[src/rtl/fp_issue_ctrl.sv]
// Issue-side controller for the combinational FP unit: decodes one F/D op per handshake,
// holds FPU controls for a fixed latency window, then presents the captured result to writeback.
// Optional: define FPU_FAST_PATH_EN to run minmax/cmp/sgnj with a single EXEC cycle.
module fp_issue_ctrl #(
    parameter int DATA_WIDTH  = 64,
    parameter int LAT_DEFAULT = 2,
    parameter int LAT_DIV     = 8,
    parameter int CNT_W       = 4
) (
    input  logic                  in_clk,
    input  logic                  in_rst_n,
    input  logic                  in_valid,
    output logic                  out_ready,
    input  logic [6:0]            in_funct7,
    input  logic [2:0]            in_funct3,
    input  logic [4:0]            in_rs2_sel,
    input  logic [DATA_WIDTH-1:0] in_rs1_data,
    input  logic [DATA_WIDTH-1:0] in_rs2_data,
    output logic [DATA_WIDTH-1:0] out_fpu_rs1,
    output logic [DATA_WIDTH-1:0] out_fpu_rs2,
    output logic [3:0]            out_FPU_Op,
    output logic                  out_fmt,
    output logic                  out_output_fmt,
    output logic                  out_addsub_ctrl,
    output logic [2:0]            out_ctrl,
    input  logic [DATA_WIDTH-1:0] in_fpu_result,
    output logic                  out_valid,
    input  logic                  in_ready,
    output logic [DATA_WIDTH-1:0] out_result,
    output logic                  out_illegal,
    output logic                  out_busy
);

    localparam logic [4:0] CLS_ADD    = 5'b00000;
    localparam logic [4:0] CLS_SUB    = 5'b00001;
    localparam logic [4:0] CLS_MUL    = 5'b00010;
    localparam logic [4:0] CLS_DIV    = 5'b00011;
    localparam logic [4:0] CLS_SGNJ   = 5'b00100;
    localparam logic [4:0] CLS_MINMAX = 5'b00101;
    localparam logic [4:0] CLS_CVT_FF = 5'b01000;
    localparam logic [4:0] CLS_CMP    = 5'b10100;
    localparam logic [4:0] CLS_CVT_FI = 5'b11000;

    localparam logic [3:0] OP_ADDSUB = 4'd0;
    localparam logic [3:0] OP_MUL    = 4'd1;
    localparam logic [3:0] OP_DIV    = 4'd2;
    localparam logic [3:0] OP_MINMAX = 4'd3;
    localparam logic [3:0] OP_CMP    = 4'd4;
    localparam logic [3:0] OP_SGNJ   = 4'd5;
    localparam logic [3:0] OP_CVT_FF = 4'd6;
    localparam logic [3:0] OP_CVT_FI = 4'd7;
    localparam logic [3:0] OP_NONE   = 4'hF;

    // Counter load values are latency minus one: the final EXEC cycle is the capture cycle.
    localparam logic [CNT_W-1:0] LD_DEFAULT = CNT_W'(LAT_DEFAULT - 1);
    localparam logic [CNT_W-1:0] LD_DIV     = CNT_W'(LAT_DIV - 1);
`ifdef FPU_FAST_PATH_EN
    localparam logic [CNT_W-1:0] LD_SIMPLE  = '0;
`else
    localparam logic [CNT_W-1:0] LD_SIMPLE  = CNT_W'(LAT_DEFAULT - 1);
`endif

    typedef enum logic [1:0] {
        S_IDLE = 2'd0,
        S_EXEC = 2'd1,
        S_DONE = 2'd2
    } state_t;

    state_t state, state_nxt;

    logic [CNT_W-1:0] cnt;
    logic             accept;
    logic             capture;

    logic [4:0]       op_class;
    logic [3:0]       dec_op;
    logic             dec_addsub;
    logic             dec_ofmt;
    logic             dec_ill;
    logic [CNT_W-1:0] dec_ld;
    logic [2:0]       dec_ctrl;

    logic             unused_rs2_bits;

    assign op_class        = in_funct7[6:2];
    assign dec_ctrl        = {1'b0, in_funct3[1:0]};
    assign unused_rs2_bits = ^{in_rs2_sel[4:2], in_rs2_sel[0]};

    always_comb begin
        dec_op     = OP_NONE;
        dec_addsub = 1'b0;
        dec_ofmt   = 1'b0;
        dec_ill    = 1'b0;
        dec_ld     = LD_DEFAULT;
        case (op_class)
            CLS_ADD: dec_op = OP_ADDSUB;
            CLS_SUB: begin
                dec_op     = OP_ADDSUB;
                dec_addsub = 1'b1;
            end
            CLS_MUL: dec_op = OP_MUL;
            CLS_DIV: begin
                dec_op = OP_DIV;
                dec_ld = LD_DIV;
            end
            CLS_MINMAX: begin
                dec_op  = OP_MINMAX;
                dec_ld  = LD_SIMPLE;
                dec_ill = (in_funct3[2:1] != 2'b00);
            end
            CLS_CMP: begin
                dec_op  = OP_CMP;
                dec_ld  = LD_SIMPLE;
                dec_ill = (in_funct3[1:0] == 2'b11);
            end
            CLS_SGNJ: begin
                dec_op  = OP_SGNJ;
                dec_ld  = LD_SIMPLE;
                dec_ill = (in_funct3[1:0] == 2'b11);
            end
            CLS_CVT_FF: dec_op = OP_CVT_FF;
            CLS_CVT_FI: begin
                dec_op   = OP_CVT_FI;
                dec_ofmt = in_rs2_sel[1];
            end
            default: dec_ill = 1'b1;
        endcase
        // Only S and D formats exist; fmt[1] set means H/Q, which this unit does not implement.
        if (in_funct7[1]) begin
            dec_ill = 1'b1;
        end
    end

    always_ff @(posedge in_clk or negedge in_rst_n) begin
        if (!in_rst_n) begin
            state <= S_IDLE;
        end else begin
            state <= state_nxt;
        end
    end

    always_comb begin
        state_nxt = state;
        accept    = 1'b0;
        capture   = 1'b0;
        case (state)
            S_IDLE: begin
                if (in_valid) begin
                    accept    = 1'b1;
                    state_nxt = dec_ill ? S_DONE : S_EXEC;
                end
            end
            S_EXEC: begin
                if (cnt == '0) begin
                    capture   = 1'b1;
                    state_nxt = S_DONE;
                end
            end
            S_DONE: begin
                if (in_ready) begin
                    state_nxt = S_IDLE;
                end
            end
            default: state_nxt = S_IDLE;
        endcase
    end

    assign out_ready = (state == S_IDLE);
    assign out_valid = (state == S_DONE);
    assign out_busy  = (state != S_IDLE);

    // Accept stage: controls and operands stay frozen until the next accepted op.
    always_ff @(posedge in_clk or negedge in_rst_n) begin
        if (!in_rst_n) begin
            cnt             <= '0;
            out_fpu_rs1     <= '0;
            out_fpu_rs2     <= '0;
            out_FPU_Op      <= OP_NONE;
            out_fmt         <= 1'b0;
            out_output_fmt  <= 1'b0;
            out_addsub_ctrl <= 1'b0;
            out_ctrl        <= '0;
            out_result      <= '0;
            out_illegal     <= 1'b0;
        end else if (accept) begin
            cnt             <= dec_ld;
            out_fpu_rs1     <= in_rs1_data;
            out_fpu_rs2     <= in_rs2_data;
            out_FPU_Op      <= dec_ill ? OP_NONE : dec_op;
            out_fmt         <= in_funct7[0];
            out_output_fmt  <= dec_ofmt;
            out_addsub_ctrl <= dec_addsub;
            out_ctrl        <= dec_ctrl;
            if (dec_ill) begin
                out_result  <= '0;
                out_illegal <= 1'b1;
            end
        end else if (state == S_EXEC) begin
            // Capture stage: the FPU output has settled once the window has elapsed.
            if (capture) begin
                out_result  <= in_fpu_result;
                out_illegal <= 1'b0;
            end else begin
                cnt <= cnt - CNT_W'(1);
            end
        end
    end

    a_done_hold: assert property (@(posedge in_clk) disable iff (!in_rst_n)
        (state == S_DONE && !in_ready) |=> (out_valid && $stable(out_result)));

endmodule

[config.mk]
export PLATFORM = sky130hd
export DESIGN_NAME = fp_issue_ctrl
export DESIGN_NICKNAME = d
export VERILOG_FILES = /design/src/rtl/fp_issue_ctrl.sv
export SDC_FILE = /design/constraint.sdc
export NUM_CORES = 1
export LEC_CHECK = 0
export ABC_AREA = 1
export CORE_ASPECT_RATIO = 0.75
export CORE_MARGIN = 3
export CORE_UTILIZATION = 36
export DETAILED_ROUTE_END_ITERATION = 8
export PLACE_DENSITY = 0.86
export SLEW_MARGIN = 20
export SYNTH_ARGS = -nofsm -noshare
export SYNTH_HDL_FRONTEND = slang
export SYNTH_SLANG_ARGS = --single-unit
[constraint.sdc]
create_clock -name in_clk -period 1.3 [get_ports in_clk]
set_clock_uncertainty 0.05 [all_clocks]
set_input_delay 0.195 -clock in_clk [delete_from_list [all_inputs] [get_ports in_clk]]
set_output_delay 0.195 -clock in_clk [all_outputs]
set_load 0.05 [all_outputs]
# After elaboration in Yosys (flattened, before gate mapping)
# Index checks and enable logic that the tools add are counted.
# totals
ff_bits,208
out_inout_bits,206
inputBits,211
# classes
mux,27
eq_ne,16
n_reduce_logical,13
add_sub_neg,1
# ops
operator,n
64-bit two-way mux,4
4-bit one-hot mux with 8 select lines,1
4-bit two-way mux,4
1-bit two-way mux,11
"5-bit by 2-bit == test with 1-bit output, second input constant",2
"5-bit by 3-bit == test with 1-bit output, second input constant",2
"5-bit == test, second input constant",2
2-bit two-way mux,4
2-bit nonzero test,4
"2-bit inequality test, second input constant",3
2-bit one-hot mux with 3 select lines,1
3-bit AND reduction,2
6-bit OR reduction,1
"5-bit by 1-bit == test with 1-bit output, second input constant",1
"5-bit by 4-bit == test with 1-bit output, second input constant",1
5-bit logical NOT,1
"2-bit == test, second input constant",2
4-bit logical NOT,1
"2-bit by 1-bit inequality test with 1-bit output, second input constant",2
2-bit OR reduction,2
"4-bit by 1-bit subtractor with 4-bit output, second input constant",1
3-bit two-way mux,1
1-bit one-hot mux with 3 select lines,1
"2-bit by 1-bit == test with 1-bit output, second input constant",1
other kinds (2),2

# Logic depth before layout (Yosys ltp)
# Gate-level depths: netlist of the first run.
# depth
depth_word,7
ltp_mapped,12
mapped_depth_nobuf,10

# Least setup slack after synthesis of the first run
# Ideal clock, no wire load.
# synth_timing
path_kind,reg2reg
start,reg state[1]
end,reg out_result[36]
synth_period_minus_slack_ns,1.869
setup_time_ns,0.120
arrival_ns,1.699
stages_incl_launch_ff,9
required_time_ns,1.130
path_slack_ns,-0.569
path_cell_list,dfrtp_1 > nor2_2 > nand2_1 > inv_2 > nand2_4 > buf_6 > buf_6 > nand3_1 > nand2_1
# synth_between
elab_chain_len,4
elab_cells_between_ends,9
classes_between,eq/ne (2); mux (3); reduce/logical (4)
# synth_rtl
element,line,text
"start, declared",69,"state_t state, state_nxt;"
"start signal, assigned",138,state <= state_nxt;
2-bit logical NOT *,-,
net out_ready,13,"output logic out_ready,"
1-bit two-way mux *,146,case (state)
2-bit by 1-bit inequality test with 1-bit output (no line) / 2-bit nonzero test (equally long branches),-,
3-bit AND reduction (no line),-,
"end signal, assigned",201,out_result <= in_fpu_result;
"end, declared",29,"output logic [DATA_WIDTH-1:0] out_result,"
# The timed path passes the listed nets; every way through them passes the cells marked *.
# A chain may end at the register's enable or synchronous reset.

# Worst setup path in the final report of the first run
# layout_timing
start,reg state[0]
end,reg out_result[10]
# layout_between
elab_chain_len,4
elab_cells_between_ends,9
classes_between,eq/ne (2); mux (3); reduce/logical (4)
# layout_rtl
element,line
2-bit logical NOT / 2-bit by 1-bit == test with 1-bit output (equally long branches),"146, 198"
1-bit two-way mux,146
2-bit by 1-bit inequality test with 1-bit output (no line) / 2-bit nonzero test (equally long branches),-
3-bit AND reduction (no line),-
# Parallel ways exist; a longest one is shown, timed or not.

==> results.md, run 1 <==
- Nets: 1817
- Post-Synthesis Net Count: 1158
- Post-route DRC: 0
- Most numerous cell on the critical path: nand2_1
- Vias in the first global route: 10120
- Multiplexer area fraction after synthesis: 0%
- Worst path cell trace: buf_6 > inv_4 > nor2_4 > nand3_4 > clkinv_8 > buf_12 > buf_16 > nand2_1 > nand2_1
- Sequential cell area fraction in the yosys report: 62.8%
- # IOs: 417
- Pins Over Slew Limit: 0
- GRT Residual Overflow: 0
- Post-synthesis compound-gate area fraction: 1.18%
- Synthesized netlist cell count: 945
- TritonCTS clock tree: built
- Floorplan Core Area: 0.0223 sq mm
- Minimum clock period after layout: 1.72 ns
- Relative contribution of combinational cells to total power: 63.9%
- Final hold violation count: 0
- Maximum clock insertion buffer count: 3
- Failing checks: negative setup slack
- CTS H-tree lvls: 1
- Clock buffer count from CTS: 22
- GRT Util Overall: 30.8%
- Met3 usage in global routing: 7.50%
- Final weighted congestion in routability-driven placement: 0.818
- Die span in y: 137 microns
- Post-synth design cell area: 0.00829 sq mm
- Wire length after detailed routing: 53.2 mm
- Post-synthesis share of cell area spent on full adders, half adders and majority gates: 0.302%
- Number of max-cap violations: 0
- Final instance area: 0.0202 sq mm
- Leakage power figure: 10.1 nW
- Sort of element at the start of the critical path: flop
- Number of detailed-route iterations in the first pass: 7
- Share of the clock period used by the worst path after layout: 132%
- Post-synthesis to final-layout area growth: 144%
- First-pass GRT wire length: 59.6 mm
- Die Wd: 181 microns
- Via density per instance: 5.62
- Critical path data required time: 1.68 ns
- Clk root buf: clkbuf_16
- Final setup margin: -0.419 ns
- Layer with the highest usage: met2
- Net switching fraction of the power: 45.4%
- Initial core utilization: 37.1%
- Top cell type's share of synthesized area: 61.6%
- Maximum fanout count along the critical path: 6
- Average instance area after synthesis: 8.77 sq um
- Total setup violations reported at the end of the flow: 413
- Internal portion of total power: 0.0285 W
- Clock transition at path regs: 0.07 ns
- DPL Wire Length: 23.5 mm
- First DRT Iteration DRCs: 909
- Initial antenna violation count: 1
- Area share of xor/xnor cells in the synthesized design: 0%
- Net switching power figure: 0.0237 W
- Met2 track utilization from global routing: 57.9%
- Maximum number of pins on one net before global-route repair: 46
- Sequential fraction of design power: 23.0%
- Clock share of power: 13.1%
- Buffers & Inverters on Critical Path: 5
- Total power divided by cell area: 2580 mW/mm^2
- Routed vias: 10771
- Crit path kind: reg -> reg
- Met1 layer usage reported by global route: 34.0%
- Count of yosys warnings during synthesis: 0
- Total cell area at the placement stage: 0.0153 sq mm
- Slowest cell delay on critical path: 0.43 ns
- # port buffers: 411
- Routed length per instance: 27.8 microns
- Worst hold-check slack: 0.180 ns
- Achievable frequency: 582 MHz
- FF+latch count, synth: 208
- Leading cell types by total area after synthesis: dfrtp_1 62%, nand2_1 25%, nand3_1 3.6%
- VDD IR-drop max: 1.98 mV
- Path type of the worst min-delay path: in -> reg
- Outcome: finished with violations
- Synth cell types: 27
- Die footprint: 0.0249 sq mm
- Unrepaired setup endpoints after global routing: yes
- Row count: 47
- Number of antenna-violating nets in the routed design: 0
- Critical Path AT: 2.10 ns
- Fraction of layout cells with a size suffix above 1: 56.2%
- Clock latency at the later pin of the worst-skew pair: 0.51 ns
- Post-synthesis share of cell area spent on and, or, nand and nor gates: 31.4%
- Area leader, netlist: dfrtp_1
- Cell with the largest stage delay on the worst path: dfrtp_1
- Setup crit end kind: flop
- Number of clock sinks: 208
- Combinational family with the most area after synthesis: simple AND/OR/NAND/NOR gates
- Largest delay contributor family on the critical path: simple AND/OR/NAND/NOR gates
## path summary, 6_finish.rpt
check	from	to	slack (ns)	cells past startpoint
worst min-delay path	in_fpu_result[62]	out_result[62]	0.18	3
worst max-delay path	state[0]	out_result[10]	-0.42	9
max in group asynchronous	in_rst_n	out_fpu_rs1[26]	0.42	3
min in group asynchronous	in_rst_n	out_fpu_rs2[57]	0.19	2
worst max register to register	state[0]	out_result[10]	-0.42	9
worst min register to register	out_FPU_Op[1]	out_FPU_Op[1]	0.49	2
## cells in the final DEF (no fill, tap or decap), types with 4 or more instances in the layout
cell | Yosys | final
buf_12 | 1 | 239
buf_16 | 0 | 15
buf_4 | 2 | 177
buf_6 | 3 | 28
buf_8 | 0 | 7
clkbuf_16 | 0 | 37
clkbuf_8 | 0 | 7
clkdlybuf4s50_1 | 0 | 205
dfrtp_1 | 204 | 192
dfrtp_2 | 0 | 12
dfstp_2 | 4 | 4
inv_1 | 18 | 12
inv_2 | 3 | 5
nand2_1 | 543 | 249
nand2_2 | 2 | 194
nand2_4 | 1 | 101
nand3_1 | 60 | 25
nand3_2 | 11 | 36
nand3_4 | 0 | 11
nor2_1 | 13 | 8
nor2_2 | 7 | 7
nor2_4 | 1 | 6
o21ai_1 | 0 | 5
## per-layer routing
| layer | wire [microns] | part of all wire (%) | up-vias |
|---|---|---|---|
| met1 | 17300 | 32 | 5285 |
| met5 | 11 | 0.021 | - |
| li1 | - | - | 4246 |
| met3 | 4860 | 9.1 | 355 |
| met2 | 26200 | 49 | 883 |
| met4 | 4810 | 9.0 | 2 |
## Yosys cell counts
library cell  instances
nor3_1                3
nand2_2               2
inv_1                18
dfrtp_1             204
a21oi_1               4
clkbuf_1             21
inv_2                 3
nand2_4               1
nand4_1               2
nor2_2                7
conb_1                1
nand3_1              60
nand3_2              11
a31oi_1               2
buf_4                 2
nor2_4                1
buf_2                24
buf_6                 3
buf_12                1
nor2_1               13
nand2_1             543
ha_1                  2
o22ai_1               2
buf_1                 1
dfstp_2               4
o31ai_1               1
o21ai_0               9
## cell type report
class	count	area [sq um]
timing repair buffer	686	9360
fill	689	2150
multi-input combinational	665	4370
inverter	21	109
tap	294	368
clock buffer	31	676
sequential	208	5230
antenna	1	2.50
clock inverter	9	88.8
## kinds of logic (layout without fill, tap and decap cells)
kind of cell,count (synthesis),count (layout)
AND/OR/NAND/NOR,643,644
flip-flops,208,208
buffers and inverters,73,747
AO/OA/AOI/OAI,18,18
adder cells (fa/ha/maj),2,2
other,1,2
## power groups by stage
stage	clock network, W	logic (W)	registers, W
after detailed placement	0	0.0243	0.0115
final	0.00684	0.0333	0.0120
after CTS	0.00668	0.0276	0.0114
after floorplan	0	0.00383	0.0179
after global placement	0	0.0238	0.0113
after global routing	0.00709	0.0339	0.0121
## repair_timing
item                                    4_1_cts  5_1_grt
hold buffers                                  1        0
hold endpoints to repair                    208        0
pin swaps                                    38      117
gates cloned                                 22       16
endpoints found under the setup margin      404      413
gates resized for setup                     101      464
setup buffers                               101       93
## tightest hold or removal path, delay by kind of cell
kind                   cells  cell delay [ns]
and+or+nand+nor            2             0.10
buffers and inverters      1             0.40
## stage by stage
step / worst slack (ns) / utilization, % / setup TNS (ns) / total power (W) / instances
finish: -0.419 / 90.4 / -65.27 / 0.0522 / 1915
detailed placement: -0.660 / 68.6 / -74.25 / 0.0358 / 1654
CTS: -0.304 / 79.9 / -51.48 / 0.0456 / 1818
global placement: -0.554 / 68.6 / -64.69 / 0.0351 / 1654
floorplan: -0.328 / - / -50.91 / 0.0218 / 945
global route: -0.462 / 90.4 / -77.69 / 0.0531 / 1914
## flip-flops by register name (all words and copies together), names as in the netlist, 2 cells and up
register,cells
state,2
cnt,4
out_fpu_rs1,64
out_fpu_rs2,64
out_ctrl,2
out_FPU_Op,4
out_result,64
Power figures use the tool's default switching activity.
==> run 2, diff against run 1 <==
--- a/config.mk
+++ b/config.mk
@@ -7,9 +7,11 @@
 export LEC_CHECK = 0
 export ABC_AREA = 1
 export CORE_ASPECT_RATIO = 0.75
-export CORE_MARGIN = 3
+export CORE_MARGIN = 5
 export CORE_UTILIZATION = 36
 export DETAILED_ROUTE_END_ITERATION = 8
+export GPL_ROUTABILITY_DRIVEN = 0
+export GPL_TIMING_DRIVEN = 1
 export PLACE_DENSITY = 0.86
 export SLEW_MARGIN = 20
 export SYNTH_ARGS = -nofsm -noshare
==> results.md, run 2 (same netlist as run 1, synthesis figures left out) <==
- Clock transition at path regs: 0.07 ns (about the same)
- Clk root buf: clkbuf_16 (unchanged)
- Antenna diode count: 0 (was 1)
- Instance count on the critical path: 5 (was 9)
- Setup crit end kind: output port (was flop)
- DPL Wire Length: 24.3 mm (was 23.5 mm)
- Unrepaired setup endpoints after global routing: yes (unchanged)
- Initial antenna violation count: 1 (unchanged)
- Routed length per instance: 19.7 microns (was 27.8 microns)
- Number of detailed-route iterations in the first pass: 5 (was 7)
- Worst hold-check slack: 0.152 ns (was 0.180 ns)
- Worst path cell trace: buf_6 > nor2_4 > buf_6 > inv_4 > buf_12 (was buf_6 > inv_4 > nor2_4 > nand3_4 > clkinv_8 > buf_12 > buf_16 > nand2_1 > nand2_1)
- CTS H-tree lvls: 1 (unchanged)
- Number of clock sinks: 208 (unchanged)
- Die span in y: 141 microns (was 137 microns)
- Total power divided by cell area: 2630 mW/mm^2 (was 2580 mW/mm^2)
- Number of cell instances on the worst register-to-register path: 9 (unchanged)
- Floorplan Core Area: 0.0228 sq mm (was 0.0223 sq mm)
- Post-route DRC: 0 (unchanged)
- VDD IR-drop max: 1.70 mV (was 1.98 mV)
- Final hold violation count: 0 (unchanged)
- Critical Path AT: 1.44 ns (was 2.10 ns)
- Fraction of layout cells with a size suffix above 1: 27.7% (was 56.2%)
- Most common library cell in the layout ignoring fill and taps: nand2_1 (unchanged)
- Post-synthesis to final-layout area growth: 103% (was 144%)
- Total cell area at the placement stage: 0.0154 sq mm (was 0.0153 sq mm)
- Outcome: finished with violations (unchanged)
- Failing checks: negative setup slack (unchanged)
- TritonCTS clock tree: built (unchanged)
- Critical path data required time: 1.05 ns (was 1.68 ns)
- Path type of the worst min-delay path: in -> async (was in -> reg)
- Maximum clock insertion buffer count: 3 (unchanged)
- Maximum fanout count along the critical path: 3 (was 6)
- Commonest cells after routing, fill and taps aside: 537 x nand2_1, 226 x buf_12, 205 x clkdlybuf4s50_1, 204 x dfrtp_1, 42 x buf_4 (was 249 x nand2_1, 239 x buf_12, 205 x clkdlybuf4s50_1, 194 x nand2_2, 192 x dfrtp_1)
- Maximum number of pins on one net before global-route repair: 42 (was 46)
- Clock buffer count from CTS: 22 (unchanged)
- Via density per instance: 4.90 (was 5.62)
- Number of antenna-violating nets in the routed design: 0 (unchanged)
- Largest delay contributor family on the critical path: buffers and inverters (was simple AND/OR/NAND/NOR gates)
- GRT Util Overall: 25.2% (was 30.8%)
- Final setup margin: -0.382 ns (was -0.419 ns)
- Most numerous cell on the critical path: buf_6 (was nand2_1)
- Share of the clock period used by the worst path after layout: 129% (was 132%)
- Wire length after detailed routing: 34.0 mm (was 53.2 mm)
- Total setup violations reported at the end of the flow: 412 (was 413)
- Minimum clock period after layout: 1.68 ns (was 1.72 ns)
- Number of max-cap violations: 0 (unchanged)
- Crit path kind: reg -> out (was reg -> reg)
- Layout Utilization: 73.6% (was 90.4%)
- Cell with the largest stage delay on the worst path: dfrtp_1 (unchanged)
- GRT Residual Overflow: 0 (unchanged)
- Achievable frequency: 595 MHz (was 582 MHz)
- Buffers & Inverters on Critical Path: 4 (was 5)
- Routed vias: 8475 (was 10771)
- Biggest regs: out_fpu_rs1 (64), out_fpu_rs2 (64), out_result (64) (unchanged)
- Row count: 48 (was 47)
- Vias in the first global route: 9205 (was 10120)
- Die Wd: 185 microns (was 181 microns)
- Nets: 1626 (was 1817)
- # IOs: 417 (unchanged)
- Sort of element at the start of the critical path: flop (unchanged)
- Pins Over Slew Limit: 0 (unchanged)
- Clock latency at the later pin of the worst-skew pair: 0.49 ns (was 0.51 ns)
- Slowest cell delay on critical path: 0.40 ns (was 0.43 ns)
- First-pass GRT wire length: 51.9 mm (was 59.6 mm)
- Final instance area: 0.0168 sq mm (was 0.0202 sq mm)
- Die footprint: 0.0262 sq mm (was 0.0249 sq mm)
- First DRT Iteration DRCs: 499 (was 909)
- Initial core utilization: 36.3% (was 37.1%)
- Leakage power figure: 8.29 nW (was 10.1 nW)
- # port buffers: 411 (unchanged)
## run 2: cell count changes in the layout (fill, tap and decap cells not counted), moves of 11 or more
| cell | change |
|---|---|
| buf_12 | -13 |
| buf_16 | -11 |
| buf_4 | -135 |
| buf_6 | -22 |
| clkbuf_16 | -14 |
| dfrtp_1 | +12 |
| dfrtp_2 | -12 |
| nand2_1 | +288 |
| nand2_2 | -189 |
| nand2_4 | -99 |
| nand3_1 | +16 |
## run 2: where the power goes
group / internal (W) / leakage (nW) / switching, W / total, W
clock: 0.00401 / 0.384 / 0.00261 / 0.00662
combinational: 0.0124 / 5.25 / 0.0137 / 0.0260
sequential: 0.00882 / 2.66 / 0.00265 / 0.0115
## run 2: layout make-up
cell class,instances,area (sq um)
Clock buffer,32,679
Clock inverter,7,85.1
Fill cell,1344,6030
Inverter,21,98.8
Multi-Input combinational cell,665,2960
Sequential cell,208,5210
Tap cell,300,375
Timing Repair Buffer,495,7380
## run 2: per-stage QoR
stage	worst slack (ns)	TNS, ns	power (W)	instances
3_5_place_dp	-0.642	-68.55	0.0358	1664
3_3_place_gp	-0.530	-60.01	0.0352	1664
2_1_floorplan	-0.328	-50.91	0.0218	945
4_1_cts	-0.385	-64.62	0.0441	1726
5_1_grt	-0.432	-85.74	0.0458	1728
6_report	-0.382	-65.07	0.0441	1728
## run 2: path summary, 6_finish.rpt
kind                                    from               to  slack (ns)
max in group asynchronous           in_rst_n    out_FPU_Op[2]        0.40
min in group in_clk        in_fpu_result[41]   out_result[41]        0.17
min reg2reg                    out_FPU_Op[3]    out_FPU_Op[3]        0.44
max                                 state[1]         out_busy       -0.38
min                                 in_rst_n  out_fpu_rs2[62]        0.15
max reg2reg                         state[1]  out_fpu_rs2[60]       -0.36
## run 2: repair_timing
action                                  in CTS  in global routing
hold buffers                                 1                  0
endpoints found under the setup margin     412                413
pin swaps                                    3                  2
resized for setup                           34                 22
hold endpoints to repair                   204                  0
buffers inserted                            12                  2
gates cloned                                11                  0
## run 2: worst register-to-register path, stage by stage (launching register included)
cell	delay, ns
dfrtp_1	0.40
buf_6	0.13
nor2_4	0.11
buf_4	0.15
nand2_8	0.08
buf_12	0.16
buf_12	0.15
buf_16	0.16
nand2_1	0.09
nand2_2	0.08
## run 2: per-layer routing
| metal | routed length [microns] | part of all wire, % | global-route usage (%) |
|---|---|---|---|
| met5 | 7 | 0.021 | 0 |
| met4 | 1190 | 3.5 | 7.37 |
| met3 | 3350 | 9.8 | 8.10 |
| met2 | 17700 | 52 | 45.8 |
| met1 | 11800 | 35 | 28.1 |
